[config.mk]
export PLATFORM = sky130hd
export DESIGN_NAME = irq_request
export DESIGN_NICKNAME = d
export VERILOG_FILES = /design/src/rtl/sm83_irq_pkg.sv /design/src/rtl/irq_edge_det.sv /design/src/rtl/irq_request.sv
export SDC_FILE = /design/constraint.sdc
export NUM_CORES = 1
export LEC_CHECK = 0
export CAP_MARGIN = 20
export CORE_MARGIN = 3
export CORE_UTILIZATION = 36
export DETAILED_ROUTE_END_ITERATION = 10
export HOLD_SLACK_MARGIN = 0.1
export PLACE_DENSITY = 0.82
export SYNTH_ARGS = -nofsm -noshare
export SYNTH_HDL_FRONTEND = slang
export SYNTH_SLANG_ARGS = --single-unit
[constraint.sdc]
create_clock -name CLK -period 2 [get_ports CLK]
set_clock_uncertainty 0.15 [all_clocks]
set_input_delay 0.4 -clock CLK [delete_from_list [all_inputs] [get_ports CLK]]
set_output_delay 0.4 -clock CLK [all_outputs]
set_load 0.03 [all_outputs]
[src/rtl/sm83_irq_pkg.sv]
// Shared interrupt constants for the SM83 interrupt interface: source indices,
// register addresses and vector layout.
package sm83_irq_pkg;

  localparam int unsigned IRQ_VBLANK = 0;
  localparam int unsigned IRQ_STAT   = 1;
  localparam int unsigned IRQ_TIMER  = 2;
  localparam int unsigned IRQ_SERIAL = 3;
  localparam int unsigned IRQ_JOYPAD = 4;

  localparam int unsigned IRQ_NSRC = 5;

  localparam logic [15:0] IRQ_IF_ADDR = 16'hFF0F;
  localparam logic [15:0] IRQ_IE_ADDR = 16'hFFFF;

  localparam logic [7:0]  IRQ_VEC_BASE   = 8'h40;
  localparam int unsigned IRQ_VEC_STRIDE = 8;

  typedef logic [IRQ_NSRC-1:0] irq_vec_t;

  // Restart vector for a given source index.
  function automatic logic [7:0] irq_vector(input logic [2:0] src);
    return IRQ_VEC_BASE + 8'(src) * 8'(IRQ_VEC_STRIDE);
  endfunction

endpackage

[src/rtl/irq_edge_det.sv]
// Per-bit rising-edge detector with an optional 2-flop synchronizer per bit.
// All history flops reset to 1 so a level held across reset release is not an edge.
module irq_edge_det #(
  parameter int unsigned   W    = 5,
  parameter logic [W-1:0]  SYNC = '0
) (
  input  logic         clk,
  input  logic         rst_n,
  input  logic [W-1:0] d,
  output logic [W-1:0] rise_c
);

  logic [W-1:0] s;
  logic [W-1:0] q;

  for (genvar i = 0; i < W; i++) begin : g_bit
    if (SYNC[i]) begin : g_sync
      logic [1:0] sync_q;
      always_ff @(posedge clk or negedge rst_n) begin
        if (!rst_n) sync_q <= 2'b11;
        else        sync_q <= {sync_q[0], d[i]};
      end
      assign s[i] = sync_q[1];
    end else begin : g_direct
      assign s[i] = d[i];
    end
  end

  always_ff @(posedge clk or negedge rst_n) begin
    if (!rst_n) q <= '1;
    else        q <= s;
  end

  assign rise_c = s & ~q;

endmodule

[src/rtl/irq_request.sv]
// IF register (0xFF0F) and CPU interrupt request levels for the SM83.
// Optional IRQ_REQUEST_OVERRUN_EN adds sticky per-source OVERRUN flags.
module irq_request
  import sm83_irq_pkg::*;
#(
  parameter int unsigned      NSRC    = IRQ_NSRC,
  parameter logic [NSRC-1:0]  EV_SYNC = NSRC'(5'b10000),
  parameter logic [15:0]      IF_ADDR = IRQ_IF_ADDR
) (
  input  logic            CLK,
  input  logic            nRES,
  input  logic [15:0]     A,
  input  logic [7:0]      D_IN,
  output logic [7:0]      D_OUT,
  output logic            D_OE,
  input  logic            RD,
  input  logic            WR,
  input  logic [NSRC-1:0] EV,
  input  logic [7:0]      CPU_IRQ_ACK,
  output logic [7:0]      CPU_IRQ_TRIG
`ifdef IRQ_REQUEST_OVERRUN_EN
  ,output logic [NSRC-1:0] OVERRUN
`endif
);

  localparam int unsigned PAD = 8 - NSRC;

  logic [NSRC-1:0] if_q;
  logic [NSRC-1:0] ev_set;
  logic [NSRC-1:0] ack_clr;
  logic            wr_hit;
  logic            rd_hit;
  logic            unused_bits;

  irq_edge_det #(.W(NSRC), .SYNC(EV_SYNC)) u_ev_det (
    .clk    (CLK),
    .rst_n  (nRES),
    .d      (EV),
    .rise_c (ev_set)
  );

  // Edged ack so a multi-cycle acknowledge clears its flag only once.
  irq_edge_det #(.W(NSRC), .SYNC('0)) u_ack_det (
    .clk    (CLK),
    .rst_n  (nRES),
    .d      (CPU_IRQ_ACK[NSRC-1:0]),
    .rise_c (ack_clr)
  );

  assign wr_hit = WR && (A == IF_ADDR);
  assign rd_hit = RD && (A == IF_ADDR);

  // Event set wins over ack clear, which wins over the CPU write.
  always_ff @(posedge CLK or negedge nRES) begin
    if (!nRES) if_q <= '0;
    else       if_q <= ((wr_hit ? D_IN[NSRC-1:0] : if_q) & ~ack_clr) | ev_set;
  end

`ifdef IRQ_REQUEST_OVERRUN_EN
  // Sticky: an edge landed on a request the CPU had not yet taken.
  always_ff @(posedge CLK or negedge nRES) begin
    if (!nRES) OVERRUN <= '0;
    else       OVERRUN <= (wr_hit ? '0 : OVERRUN) | (ev_set & if_q & ~ack_clr);
  end
`endif

  assign CPU_IRQ_TRIG = {{PAD{1'b0}}, if_q};
  assign D_OUT        = {{PAD{1'b1}}, if_q};
  assign D_OE         = rd_hit;

  assign unused_bits = &{1'b0, D_IN[7:NSRC], CPU_IRQ_ACK[7:NSRC]};

endmodule
==> flow_metrics.env, run 1 <==
export IMPL_status="finished clean"
export IMPL_cts_tree="yes"
export IMPL_swShare_pct=28.3
export IMPL_hold_violations=0
export IMPL_hold_end="u_ev_det.g_bit[4].g_sync.sync_q[1]"
export IMPL_drtPass1Iterations=1
export IMPL_cp_start_kind="input port"
export IMPL_timing_final_ws_setup_ns=0.0312
export IMPL_reg2reg_slack_ns=0.88
export IMPL_worstSetupEndpointType="primary output"
export IMPL_cts_sinks=17
export IMPL_track_usage_pct=14.4
export IMPL_internal_power_uw=564
export IMPL_period_needed_ns=1.97
export IMPL_grt_pass1_wl_um=2980
export IMPL_fp_dieW_um=53.8
export IMPL_total_power_uw=787
export IMPL_synthToLayoutAreaGrowth_pct=57.5
export IMPL_dieArea_um2=2890
export IMPL_drt_iter0_drc=0
export IMPL_cts_root_buf="clkbuf_4"
export IMPL_wl_per_cell_um=12.7
export IMPL_startpoint="A[1]"
export IMPL_fp_coreArea_um2=2060
export IMPL_drc_errors=0
export IMPL_rsz0062_at_grt="false"
export IMPL_ys_seq_area_share_pct=53.6
export IMPL_pwr_share_clk_pct=21.9
export IMPL_antenna_found_initial=0
export IMPL_critPathKind="in2out"
export IMPL_hold_start="u_ev_det.g_bit[4].g_sync.sync_q[0]"
export IMPL_whs_ns=0.211
export IMPL_hold_depth=0
export IMPL_clock_path_buffers=2
export IMPL_required_ns=1.45
export IMPL_vdd_drop_max_uv=322
export IMPL_hold_path_class="reg2reg"
export IMPL_syn_area_um2=822
export IMPL_numCtsBuffers=3
export IMPL_grt_pass1_vias=734
export IMPL_drv_slew=0
export IMPL_synthCells=72
export IMPL_avgSynthCellArea_um2=11.4
export IMPL_final_period_utilization_pct=98.4
export IMPL_drtAntennaViolNets=0
export IMPL_nNetsFinal=159
export IMPL_rr_endpoint="if_q[4]"
export IMPL_yosysUniqueCellTypes=17
export IMPL_clkTransAtPathRegs_ns=0.09
export IMPL_postCtsHoldBufs=0
export IMPL_fp_dieH_um=53.8
export IMPL_num_antenna_cells=0
export IMPL_post_cts_buffers=0
export IMPL_p_leak_uw=0.000576
export IMPL_cts_max_level=1
export IMPL_globalplace_congestion=0.590
export IMPL_dr_total_vias=699
export IMPL_synth_seq_cells=17
export IMPL_crit_arrival_ns=1.42
export IMPL_finalSetupViolCount=0
export IMPL_overflow=0
export IMPL_max_freq_ghz=0.508
export IMPL_portBuffers=45
export IMPL_p_sw_uw=223
export IMPL_num_rows=16
export IMPL_grt_start_max_net_pins=18
export IMPL_pwr_share_seq_pct=49.6
export IMPL_r2r_start="u_ack_det.q[4]"
export IMPL_dpl_hpwl_um=1550
export IMPL_io_pins=58
export IMPL_wl_um=1830
export IMPL_yosysWarningCount=0
export IMPL_initial_utilization_pct=39.9
export IMPL_maxCapViolations=0
export IMPL_cp_max_fo=2
export IMPL_reg2reg_depth=3
export IMPL_place_ws_ns=-0.0696
export IMPL_p_comb_share_pct=28.4
export IMPL_viasPerCell=4.85
export IMPL_drive_gt1_share_pct=18.8
export IMPL_power_density_nw_per_um2=608
export IMPL_clock_latency_ns=0.28
-- cell type report --
cell class / count / area, µm²
inverters: 6 / 22.5
multi-input cells: 42 / 298
clock buffers: 4 / 26.3
flip-flops and latches: 17 / 440
repair buffers: 48 / 474
well taps: 27 / 33.8
fillers: 181 / 767
-- sequential cells by signal, indices dropped and copies added, names as in the netlist --
signal,flops
u_ev_det.g_bit.g_sync.sync_q,2
if_q,5
u_ev_det.q,5
u_ack_det.q,5
-- how the worst max path moves through the flow --
stage | end | slack [ns] | cells after the start
CTS | D_OE | 0.02 | 5
global route | D_OE | 0.004 | 5
finish | D_OE | 0.03 | 5
floorplan | D_OE | 0.46 | 3
detailed placement | D_OE | -0.07 | 5
global placement | D_OE | -0.05 | 5
-- critical path: stages --
cell	delay, ns
clkdlybuf4s50_1	0.50
nand4b_1	0.11
nor2_1	0.11
and3_1	0.17
buf_6	0.13
-- synth_stat cells --
cell type / count / area share [%]
o211ai_1: 5 / 4.6
nand4b_1: 2 / 2.1
inv_1: 6 / 2.7
nand4bb_1: 1 / 1.4
nand2b_1: 5 / 3.8
nor2_1: 1 / 0.46
a32oi_1: 5 / 5.3
dfstp_2: 12 / 38
nand2_1: 6 / 2.7
nor4_4: 1 / 2.6
conb_1: 2 / 0.91
nand4b_4: 1 / 2.9
nor4_1: 1 / 0.76
buf_4: 11 / 10
nand4_1: 7 / 5.3
and3_1: 1 / 0.76
dfrtp_1: 5 / 15
-- cell usage in the layout, fill, tap and decap left out, types with 5 or more instances in the layout --
cell | netlist | final
nand4_1 | 7 | 7
conb_1 | 2 | 6
o211ai_1 | 5 | 5
clkdlybuf4s50_1 | 0 | 32
dfstp_2 | 12 | 12
inv_1 | 6 | 6
nand2_1 | 6 | 6
nand2b_1 | 5 | 5
dlygate4sd2_1 | 0 | 8
a32oi_1 | 5 | 5
dfrtp_1 | 5 | 5
-- cells by family (layout without fill, tap and decap cells) --
logic type	after synthesis	after routing	synth area share, %
other cells	2	6	0.914
simple gates	26	26	22.8
buf+inv	17	58	12.8
flops	17	17	53.6
compound gates	10	10	9.89
-- per-layer routing --
layer  share of wire (%)  track usage, %  wire [µm]
met5                   0               0          0
met4                   0            5.11          0
met3                 8.8            3.32        161
met2                  57            27.2       1050
met1                  34            15.3        619
-- power by group through the flow --
| stage | clock network (µW) | registers, µW | logic, µW |
|---|---|---|---|
| finish | 173 | 391 | 224 |
| global route | 204 | 395 | 239 |
| CTS | 181 | 391 | 227 |
| detailed placement | 0 | 397 | 232 |
| global placement | 0 | 395 | 227 |
| floorplan | 0 | 418 | 97.0 |
-- per-stage QoR --
stage | setup TNS, ns | area (µm²) | utilization (%) | cells
final | 0 | 1290 | 62.8 | 144
after global routing | 0 | 1290 | 62.8 | 144
after CTS | 0 | 1280 | 62.3 | 144
after detailed placement | -0.0696 | 1260 | 61.0 | 140
after global placement | -0.0483 | 1260 | 61.0 | 140
after floorplan | 0 | 837 | - | 76
-- timing repair --
action | in CTS | in global routing
endpoints found under the setup margin | 1 | 1
pin swaps | 3 | 2
endpoints found under the hold margin | 0 | 0
gates resized for setup | 10 | 4
Note: power is estimated with default switching activity, not from simulation.
==> run 2, diff against run 1 <==
Settings changed: PLACE_DENSITY 0.82 to unset, PLACE_DENSITY_LB_ADDON set to 0.2.
==> run 2 against run 1 <==
  * Die area unchanged
  * Routed wire length increased by 10%
  * Clock power increased by 3%
  * Core utilization increased by 0.79 points
  * Register-to-register slack about the same
  * Sequential power about the same
  * Critical path depth decreased by 4
  * Final cell count increased by 0.69%
  * Fmax increased by 0.99%
  * Combinational power about the same
  * Non-clock buffer count increased by 1
  * Hold slack improved by 0.011 ns
==> flow_metrics.env, run 2 (same netlist as run 1, synthesis figures left out) <==
export IMPL_fp_coreArea_um2=2060
export IMPL_drv_slew=0
export IMPL_num_rows=16
export IMPL_p_leak_uw=0.000587
export IMPL_cts_root_buf="clkbuf_4"
export IMPL_vdd_drop_max_uv=484
export IMPL_wl_per_cell_um=13.9
export IMPL_cp_cell_sequence="clkdlybuf4s50_1"
export IMPL_final_period_utilization_pct=97.5
export IMPL_nNetsFinal=160
export IMPL_grt_pass1_wl_um=3150
export IMPL_track_usage_pct=15.3
export IMPL_initial_utilization_pct=39.9
export IMPL_required_ns=1.45
export IMPL_fp_dieW_um=53.8
export IMPL_viasPerCell=4.74
export IMPL_power_density_nw_per_um2=607
export IMPL_fp_dieH_um=53.8
export IMPL_numCtsBuffers=3
export IMPL_largest_registers="if_q: 5 flops, u_ack_det.q: 5 flops, u_ev_det.q: 5 flops"
export IMPL_portBuffers=45
export IMPL_dr_total_vias=688
export IMPL_status="finished clean"
export IMPL_rsz0062_at_grt="false"
export IMPL_finalSetupViolCount=0
export IMPL_synthToLayoutAreaGrowth_pct=59.5
export IMPL_drc_errors=0
export IMPL_cp_start_kind="flop"
export IMPL_overflow=0
export IMPL_final_cell_mix="clkdlybuf4s50_1 (31), dfstp_2 (12), nand4_1 (7), dlygate4sd2_1 (7)"
export IMPL_hold_violations=0
export IMPL_place_ws_ns=-0.106
export IMPL_critPathTopFamily="buffers and inverters"
export IMPL_drt_iter0_drc=5
export IMPL_clock_latency_ns=0.29
export IMPL_dieArea_um2=2890
export IMPL_drtAntennaViolNets=0
export IMPL_dpl_hpwl_um=1590
export IMPL_cts_max_level=1
export IMPL_num_antenna_cells=0
export IMPL_clock_path_buffers=2
export IMPL_final_common_cell="clkdlybuf4s50_1"
export IMPL_drtPass1Iterations=2
export IMPL_wl_um=2010
export IMPL_timing_final_ws_setup_ns=0.0504
export IMPL_final_util_pct=63.6
export IMPL_grt_pass1_vias=669
export IMPL_drive_gt1_share_pct=20.3
export IMPL_cts_tree="yes"
export IMPL_io_pins=58
export IMPL_cpPeakStageDelay_ns=0.70
export IMPL_postCtsHoldBufs=0
export IMPL_crit_buf_inv=1
export IMPL_maxCapViolations=0
export IMPL_antenna_found_initial=0
export IMPL_crit_arrival_ns=1.40
export IMPL_critPathKind="reg2out"
export IMPL_worstSetupEndpointType="primary output"
export IMPL_cp_max_fo=4
export IMPL_grt_start_max_net_pins=18
export IMPL_critPathSlowestCell="clkdlybuf4s50_1"
export IMPL_period_needed_ns=1.95
export IMPL_max_freq_ghz=0.513
export IMPL_globalplace_congestion=0.757
export IMPL_hold_path_class="reg2reg"
export IMPL_cts_sinks=17
export IMPL_clkTransAtPathRegs_ns=0.09
[run 2: cell count changes in the layout (fill, tap and decap cells not counted)]
cell	previous run	this run
buf_4	3	4
clkdlybuf4s50_1	32	31
dlymetal6s2s_1	4	6
nor2_2	0	1
nor2_1	1	0
dlygate4sd2_1	8	7
[run 2: where the power goes]
part	internal [µW]	switching [µW]
registers	377	15.4
clock network	77.6	101
logic	111	114
[run 2: timing repair]
item | 4_1_cts | 5_1_grt
cloned | 0 | 0
resized for setup | 9 | 7
setup endpoints to repair | 1 | 4
buffers inserted | 0 | 1
pin swaps | 3 | 3
[run 2: area by class of cell]
type / instances / area (µm²)
fill: 189 / 751
timing repair buffer: 49 / 488
sequential: 17 / 440
multi-input combinational: 42 / 300
tap: 27 / 33.8
clock buffer: 4 / 26.3
inverter: 6 / 22.5
[run 2: metrics by stage]
stage	hold WS [ns]	std cells	TNS, ns	total power (µW)	cell area [µm²]
after global routing	0.231	145	0	843	1310
after global placement	0.196	140	-0.107	625	1260
final	0.222	145	0	796	1310
after detailed placement	0.212	140	-0.106	630	1260
after floorplan	-0.0456	76	0	515	837
after CTS	0.225	144	0	811	1290
[run 2: final timing paths]
path	slack (ns)	from	end	cells after the start
max	0.05	if_q[1]	CPU_IRQ_TRIG[1]	1
min	0.22	u_ev_det.g_bit[4].g_sync.sync_q[0]	u_ev_det.g_bit[4].g_sync.sync_q[1]	0
max reg2reg	0.88	u_ack_det.q[0]	if_q[0]	3
min reg2reg	0.22	u_ev_det.g_bit[4].g_sync.sync_q[0]	u_ev_det.g_bit[4].g_sync.sync_q[1]	0
max in group asynchronous	1.17	nRES	u_ack_det.q[0]	2
min in group asynchronous	0.28	nRES	if_q[2]	2
[run 2: per-layer routing]
layer	wire, µm	up-vias	global-route usage [%]
met5	0	-	0
met4	11	0	3.83
met3	183	2	6.09
met2	965	28	24.4
met1	854	318	19.2
li1	-	340	-
[run 2: worst reg2reg max path, delay by kind of cell, from the launching register on]
kind	cells	cell delay, ns
flops	1	0.37
compound gates	2	0.31
simple gates	1	0.17
